--- src/rtl/axi_pkg.sv ---
// axi_pkg: AXI4 burst/size/response constants and the initiator FSM state type.
package axi_pkg;
  localparam logic [1:0] AXI_BURST_INCR  = 2'b01;
  localparam logic [2:0] AXI_SIZE_4B     = 3'b010;
  localparam logic [1:0] AXI_RESP_OKAY   = 2'b00;
  localparam logic [1:0] AXI_RESP_EXOKAY = 2'b01;
  localparam logic [1:0] AXI_RESP_SLVERR = 2'b10;
  localparam logic [1:0] AXI_RESP_DECERR = 2'b11;
  typedef enum logic [2:0] {
    IDLE, RD_ADDR, RD_DATA, WR_ADDR, WR_DATA, WR_RESP, DONE
  } master_state_t;
endpackage

--- src/rtl/axi_master_port.sv ---
// axi_master_port: single-outstanding AXI4 INCR initiator bridging cmd/wr/rd streams to a 32-bit bus.
//   clock/reset : m_axi_aclk, m_axi_aresetn (synchronous, active-low)
//   cmd_*       : burst command (write flag, byte address, beats-1)
//   wr_* / rd_* : write-data sink and read-data source, passed through while a burst is open
//   done_*      : one-cycle completion pulse with worst response; proto_err is sticky rlast mismatch
//   M_AXI_*     : AXI4 AR/AW/W/B/R channels
module axi_master_port
  import axi_pkg::*;
#(
  parameter int ADDR_W = 12,
  parameter logic [3:0] AXCACHE = 4'b0011
) (
  input  logic              m_axi_aclk,
  input  logic              m_axi_aresetn,
  input  logic              cmd_valid,
  output logic              cmd_ready,
  input  logic              cmd_write,
  input  logic [ADDR_W-1:0] cmd_addr,
  input  logic [7:0]        cmd_len,
  input  logic              wr_valid,
  output logic              wr_ready,
  input  logic [31:0]       wr_data,
  input  logic [3:0]        wr_strb,
  output logic              rd_valid,
  input  logic              rd_ready,
  output logic [31:0]       rd_data,
  output logic              rd_last,
  output logic              done_valid,
  output logic [1:0]        done_resp,
  output logic              proto_err,
  output logic [ADDR_W-1:0] M_AXI_araddr,
  output logic [7:0]        M_AXI_arlen,
  output logic [2:0]        M_AXI_arsize,
  output logic [1:0]        M_AXI_arburst,
  output logic [3:0]        M_AXI_arcache,
  output logic              M_AXI_arlock,
  output logic [2:0]        M_AXI_arprot,
  output logic              M_AXI_arvalid,
  input  logic              M_AXI_arready,
  output logic [ADDR_W-1:0] M_AXI_awaddr,
  output logic [7:0]        M_AXI_awlen,
  output logic [2:0]        M_AXI_awsize,
  output logic [1:0]        M_AXI_awburst,
  output logic [3:0]        M_AXI_awcache,
  output logic              M_AXI_awlock,
  output logic [2:0]        M_AXI_awprot,
  output logic              M_AXI_awvalid,
  input  logic              M_AXI_awready,
  output logic [31:0]       M_AXI_wdata,
  output logic [3:0]        M_AXI_wstrb,
  output logic              M_AXI_wlast,
  output logic              M_AXI_wvalid,
  input  logic              M_AXI_wready,
  input  logic [1:0]        M_AXI_bresp,
  input  logic              M_AXI_bvalid,
  output logic              M_AXI_bready,
  input  logic [31:0]       M_AXI_rdata,
  input  logic [1:0]        M_AXI_rresp,
  input  logic              M_AXI_rlast,
  input  logic              M_AXI_rvalid,
  output logic              M_AXI_rready
);
  master_state_t state, state_n;
  logic [ADDR_W-1:0] addr_q;
  logic [7:0] len_q, beat_cnt;
  logic [1:0] resp_acc;
  logic cmd_ready_q, accept, crosses_4k, last_beat, in_rd, in_wr, rd_fire, wr_fire;
  logic [10:0] end_word;
  logic unused_addr_lsb;
  assign unused_addr_lsb = ^{cmd_addr[1:0], addr_q[1:0]};
  // Word index of the final beat; bit 10 set means the burst runs past the 4 KB page.
  assign end_word   = {1'b0, cmd_addr[11:2]} + {3'b000, cmd_len};
  assign crosses_4k = end_word[10];
  assign accept     = cmd_valid && cmd_ready_q;
  assign last_beat  = beat_cnt == len_q;
  assign in_rd      = state == RD_DATA;
  assign in_wr      = state == WR_DATA;
  assign rd_fire    = in_rd && M_AXI_rvalid && rd_ready;
  assign wr_fire    = in_wr && wr_valid && M_AXI_wready;
  always_comb begin
    state_n = state;
    case (state)
      IDLE:    if (accept) state_n = crosses_4k ? DONE : (cmd_write ? WR_ADDR : RD_ADDR);
      RD_ADDR: if (M_AXI_arready) state_n = RD_DATA;
      RD_DATA: if (rd_fire && last_beat) state_n = DONE;
      WR_ADDR: if (M_AXI_awready) state_n = WR_DATA;
      WR_DATA: if (wr_fire && last_beat) state_n = WR_RESP;
      WR_RESP: if (M_AXI_bvalid) state_n = DONE;
      default: state_n = IDLE;
    endcase
  end
  // cmd_ready is registered so it stays low on the first cycle out of reset.
  always_ff @(posedge m_axi_aclk) begin
    if (!m_axi_aresetn) begin
      state       <= IDLE;
      cmd_ready_q <= 1'b0;
      beat_cnt    <= '0;
      resp_acc    <= AXI_RESP_OKAY;
      proto_err   <= 1'b0;
    end else begin
      state       <= state_n;
      cmd_ready_q <= state_n == IDLE;
      if (accept) begin
        addr_q   <= cmd_addr;
        len_q    <= cmd_len;
        beat_cnt <= '0;
        resp_acc <= crosses_4k ? AXI_RESP_SLVERR : AXI_RESP_OKAY;
      end
      if (rd_fire) begin
        beat_cnt <= beat_cnt + 8'd1;
        if (M_AXI_rresp > resp_acc) resp_acc <= M_AXI_rresp;
        if (M_AXI_rlast != last_beat) proto_err <= 1'b1;
      end
      if (wr_fire) beat_cnt <= beat_cnt + 8'd1;
      if (state == WR_RESP && M_AXI_bvalid) resp_acc <= M_AXI_bresp;
    end
  end
  assign cmd_ready     = cmd_ready_q;
  assign M_AXI_araddr  = {addr_q[ADDR_W-1:2], 2'b00};
  assign M_AXI_awaddr  = {addr_q[ADDR_W-1:2], 2'b00};
  assign M_AXI_arlen   = len_q;
  assign M_AXI_awlen   = len_q;
  assign M_AXI_arsize  = AXI_SIZE_4B;
  assign M_AXI_awsize  = AXI_SIZE_4B;
  assign M_AXI_arburst = AXI_BURST_INCR;
  assign M_AXI_awburst = AXI_BURST_INCR;
  assign M_AXI_arcache = AXCACHE;
  assign M_AXI_awcache = AXCACHE;
  assign M_AXI_arlock  = 1'b0;
  assign M_AXI_awlock  = 1'b0;
  assign M_AXI_arprot  = 3'b000;
  assign M_AXI_awprot  = 3'b000;
  assign M_AXI_arvalid = state == RD_ADDR;
  assign M_AXI_awvalid = state == WR_ADDR;
  assign rd_valid      = in_rd && M_AXI_rvalid;
  assign M_AXI_rready  = in_rd && rd_ready;
  assign rd_data       = M_AXI_rdata;
  assign rd_last       = in_rd && last_beat;
  assign M_AXI_wvalid  = in_wr && wr_valid;
  assign wr_ready      = in_wr && M_AXI_wready;
  assign M_AXI_wdata   = wr_data;
  assign M_AXI_wstrb   = wr_strb;
  assign M_AXI_wlast   = in_wr && last_beat;
  assign M_AXI_bready  = state == WR_RESP;
  assign done_valid    = state == DONE;
  assign done_resp     = done_valid ? resp_acc : AXI_RESP_OKAY;
endmodule
--- config.mk ---
export PLATFORM = sky130hd
export DESIGN_NAME = axi_master_port
export DESIGN_NICKNAME = d
export VERILOG_FILES = /design/src/rtl/axi_pkg.sv /design/src/rtl/axi_master_port.sv
export SDC_FILE = /design/constraint.sdc
export NUM_CORES = 1
export LEC_CHECK = 0
export BUFFER_PORTS_ARGS = -buffer_cell sky130_fd_sc_hd__buf_2
export CAP_MARGIN = 25
export CELL_PAD_IN_SITES_DETAIL_PLACEMENT = 1
export CELL_PAD_IN_SITES_GLOBAL_PLACEMENT = 1
export CORE_UTILIZATION = 27
export CTS_BUF_LIST = sky130_fd_sc_hd__clkbuf_4 sky130_fd_sc_hd__clkbuf_8
export DETAILED_ROUTE_END_ITERATION = 6
export PLACE_DENSITY = 0.95
export SLEW_MARGIN = 25
export SYNTH_ARGS = -nofsm -noshare
export SYNTH_HDL_FRONTEND = slang
export SYNTH_SLANG_ARGS = --single-unit
--- constraint.sdc ---
create_clock -name m_axi_aclk -period 3.02 [get_ports m_axi_aclk]
set_clock_uncertainty 0.1 [all_clocks]
set_input_delay 0.302 -clock m_axi_aclk [delete_from_list [all_inputs] [get_ports m_axi_aclk]]
set_output_delay 0.302 -clock m_axi_aclk [all_outputs]
set_load 0.1 [all_outputs]
==> run_results.csv <==
group,metric,value,unit
timing,slew_viol_final,0,
grt,antenna_violations_before_repair,0,
worst_setup_path,critical-path-slowest-cell,"sky130_fd_sc_hd__nor4_2",
worst_setup_path,critical_path.endpoint,"M_AXI_wlast",
clock_tree,tritoncts,"built",
logic_synthesis,netlist_area,0.00266,mm2
grt,number_of_global_route_vias_before_repair,1966,
routing,routed_wl,6500,um
worst_setup_path,reg2regPathDepth,4,
final_layout,syn2layout_area_growth,-3.06,%
worst_setup_path,critPathCaptureType,"output port",
final_layout,regArea,841,um2
worst_setup_path,startpoint_of_the_most_critical_setup_path,"M_AXI_arlen[6]",
final_layout,final_cell_mix,"83 x sky130_fd_sc_hd__buf_2, 30 x sky130_fd_sc_hd__conb_1, 18 x sky130_fd_sc_hd__edfxtp_1, 17 x sky130_fd_sc_hd__nand2_1, 15 x sky130_fd_sc_hd__dfxtp_1",
worst_setup_path,worstPathCellList,"xor2_1 > nor4_2 > nand2_1 > nor4b_2 > buf_2",
run_status,run_status,"completed",
final_layout,nets,399,
logic_synthesis,asyncSetResetFlopFracSynth,0,
die,io_pins,252,
routing,ant_nets,0,
routing,first_pass_iters,4,
logic_synthesis,number_of_enable_flip_flop_cells_after_synthesis,18,
placement,dpl.hpwl,5190,um
clock_tree,cts_buffers,5,
worst_setup_path,path_class,"flop to output port",
worst_setup_path,worst-endpoint-required,2.62,ns
clock_tree,clockBufferDepth,2,
worst_setup_path,critical_path.top_delay_family,"simple AND/OR/NAND/NOR gates",
power,power.static_leakage,1.15,nW
logic_synthesis,synth.yosys.warnings,0,
timing,final.hold.worst_slack,0.102,ns
worst_setup_path,reg2reg_setup_slack,0.86,ns
placement,place.port_buffers,83,
placement,place.gp.congestion,0.839,
job,maxCapViolations,0,
logic_synthesis,syn-instance-count,287,
clock_tree,cts_setup_buffers,0,
die,die_h,101,um
logic_synthesis,synthFlopType,"sky130_fd_sc_hd__edfxtp_1",
final_layout,drive_above_1_share,0.360,
worst_setup_path,worst_r2r_endpoint,"beat_cnt[6]",
timing,final.min_clock_period,2.69,ns
final_layout,layout.filler_cells,1155,
worst_setup_path,critical-path-max-stage-delay,0.46,ns
grt,pin_count_of_the_biggest_net_entering_global_routing,16,
die,core_area,0.00937,mm2
min_path,hold_path_class,"input pin to flop",
worst_setup_path,cp_data_arrival_time,2.29,ns
logic_synthesis,syn_avg_cell_area,9.27,um2
clock_tree,cts_resized,0,
power,power,0.00143,W
clock_tree,cts.root.buffer_cell,"sky130_fd_sc_hd__clkbuf_8",
final_layout,num_antenna_cells,0,
routing,drc,0,
timing,timing.final.ws_setup,0.332,ns
routing,vias,1868,
timing,slew_headroom,0.666,
grt,grt_util_all_layers,0.127,
logic_synthesis,postSynthRegisterBits,33,
worst_setup_path,worstSetupPathDepth,5,
routing,routed_via_density,4.50,
routing,first_iter_violations,48,
clock_tree,h-tree-depth,2,
final_layout,multi_input_area,0.00102,mm2
clock_tree,clk_latency,0.29,ns
placement,placement.setup.worst_slack,0.632,ns
timing,rsz0062_at_grt,"no",
die,fp-row-count,35,
worst_setup_path,critPathLaunchType,"flop",
logic_synthesis,sequential_area_share_after_synthesis,0.316,
power,vdd_ir_drop_max,168,uV
timing,fmax,372,MHz
grt,wire_length_of_the_first_global_routing_pass,9960,um
timing,setup_violations,0,
grt,globalRouteOverflowTotal,0,
die,die_width,101,um
timing,period_share,0.890,
worst_setup_path,critical_path_peak_fanout,4,
final_layout,finish.instance_area,0.00258,mm2
timing,worst-slew-pin-transition,0.500,ns
clock_tree,ctsHoldBuffers,0,
power,ratio_of_total_power_to_cell_area,553,mW/mm2
clock_tree,clkTransAtPathRegs,0.08,ns
clock_tree,clkSinkCount,33,
worst_setup_path,worst_path_bufs_invs,1,
die,initial_utilization,0.284,
timing,final-hold-violation-count,0,
placement,dpl-instance-area,0.00246,mm2
worst_setup_path,crit-reg2reg-launch,"state[1]",
die,fp.dieArea,0.0103,mm2
routing,wl_per_cell,15.7,um
logic_synthesis,synthDistinctLibCells,51,
final_layout,final_common_cell,"sky130_fd_sc_hd__buf_2",
metrics by stage:
stage               std cells   util  setup TNS, ns
floorplan                 315      -          -1.04
global placement          407  0.263              0
detailed placement        407  0.263              0
CTS                       415  0.275              0
global route              415  0.275              0
finish                    415  0.275              0
per-layer routing:
layer / part of all wire / global-route usage
met4: 0.023 / 0.0680
met2: 0.49 / 0.214
met1: 0.41 / 0.143
met3: 0.078 / 0.0393
met5: 0 / 0
worst min-delay path by stage:
| stage | from | endpoint | cells past startpoint |
|---|---|---|---|
| after floorplan | cmd_len[0] | M_AXI_arlen[0] | 0 |
| after global placement | proto_err | proto_err | 2 |
| after detailed placement | proto_err | proto_err | 2 |
| after CTS | cmd_len[3] | M_AXI_arlen[3] | 1 |
| after global routing | cmd_len[3] | M_AXI_arlen[3] | 1 |
| final | cmd_addr[5] | addr_q[5] | 1 |
logic make-up (layout without fill, tap and decap cells):
kind of cell / after synthesis / count (layout) / share of synthesized area
AOI/OAI and AO/OA: 38 / 38 / 0.105
xor gates and xnor gates: 8 / 8 / 0.0263
adders and majority gates: 10 / 10 / 0.0470
buffers and inverters: 125 / 96 / 0.344
DFF: 33 / 33 / 0.316
muxes: 2 / 2 / 0.00800
other: 2 / 30 / 0.00282
and+or+nand+nor: 69 / 69 / 0.151
where the power goes:
| part | internal, W | total [W] | switching, W |
|---|---|---|---|
| clock network | 0.000247 | 0.000430 | 0.000183 |
| registers | 0.000493 | 0.000513 | 0.0000208 |
| logic | 0.0000666 | 0.000483 | 0.000417 |
sequential cells by signal, summed over array words and instances (netlist names):
signal       cells
M_AXI_arlen      8
state            3
proto_err        1
addr_q          10
beat_cnt         8
resp_acc         2
cmd_ready        1
final cells by class:
cell class / instances / area share
clock inverters: 3 / 0.0180
inverters: 4 / 0.00582
well taps: 129 / 0.0626
clock buffers: 5 / 0.0267
repair buffers: 84 / 0.164
flip-flops and latches: 33 / 0.326
multi-input cells: 157 / 0.397
cell usage after synthesis (2+ instances only):
cell type,instances,share of area
sky130_fd_sc_hd__o21ai_0,4,0.0075
sky130_fd_sc_hd__dfxtp_1,15,0.11
sky130_fd_sc_hd__xor2_1,8,0.026
sky130_fd_sc_hd__a21oi_1,10,0.019
sky130_fd_sc_hd__conb_1,2,0.0028
sky130_fd_sc_hd__or3_1,3,0.0071
sky130_fd_sc_hd__inv_1,3,0.0042
sky130_fd_sc_hd__nand2b_1,2,0.0047
sky130_fd_sc_hd__nand4_1,2,0.0047
sky130_fd_sc_hd__a31oi_1,4,0.0094
sky130_fd_sc_hd__o2111ai_1,2,0.0066
sky130_fd_sc_hd__buf_4,116,0.33
sky130_fd_sc_hd__nand2_1,17,0.024
sky130_fd_sc_hd__and2_1,3,0.0071
sky130_fd_sc_hd__a211oi_1,3,0.0085
sky130_fd_sc_hd__o221ai_1,3,0.0099
sky130_fd_sc_hd__and3b_1,2,0.0066
sky130_fd_sc_hd__nand3_1,13,0.024
sky130_fd_sc_hd__or2_1,2,0.0047
sky130_fd_sc_hd__buf_2,3,0.0056
sky130_fd_sc_hd__ha_1,10,0.047
sky130_fd_sc_hd__nor2b_1,2,0.0047
sky130_fd_sc_hd__a311oi_1,3,0.0099
sky130_fd_sc_hd__nor4_2,2,0.0094
sky130_fd_sc_hd__edfxtp_1,18,0.20
sky130_fd_sc_hd__and3_1,3,0.0071
sky130_fd_sc_hd__nor2_1,8,0.011
Note: power is estimated with default switching activity, not from simulation.
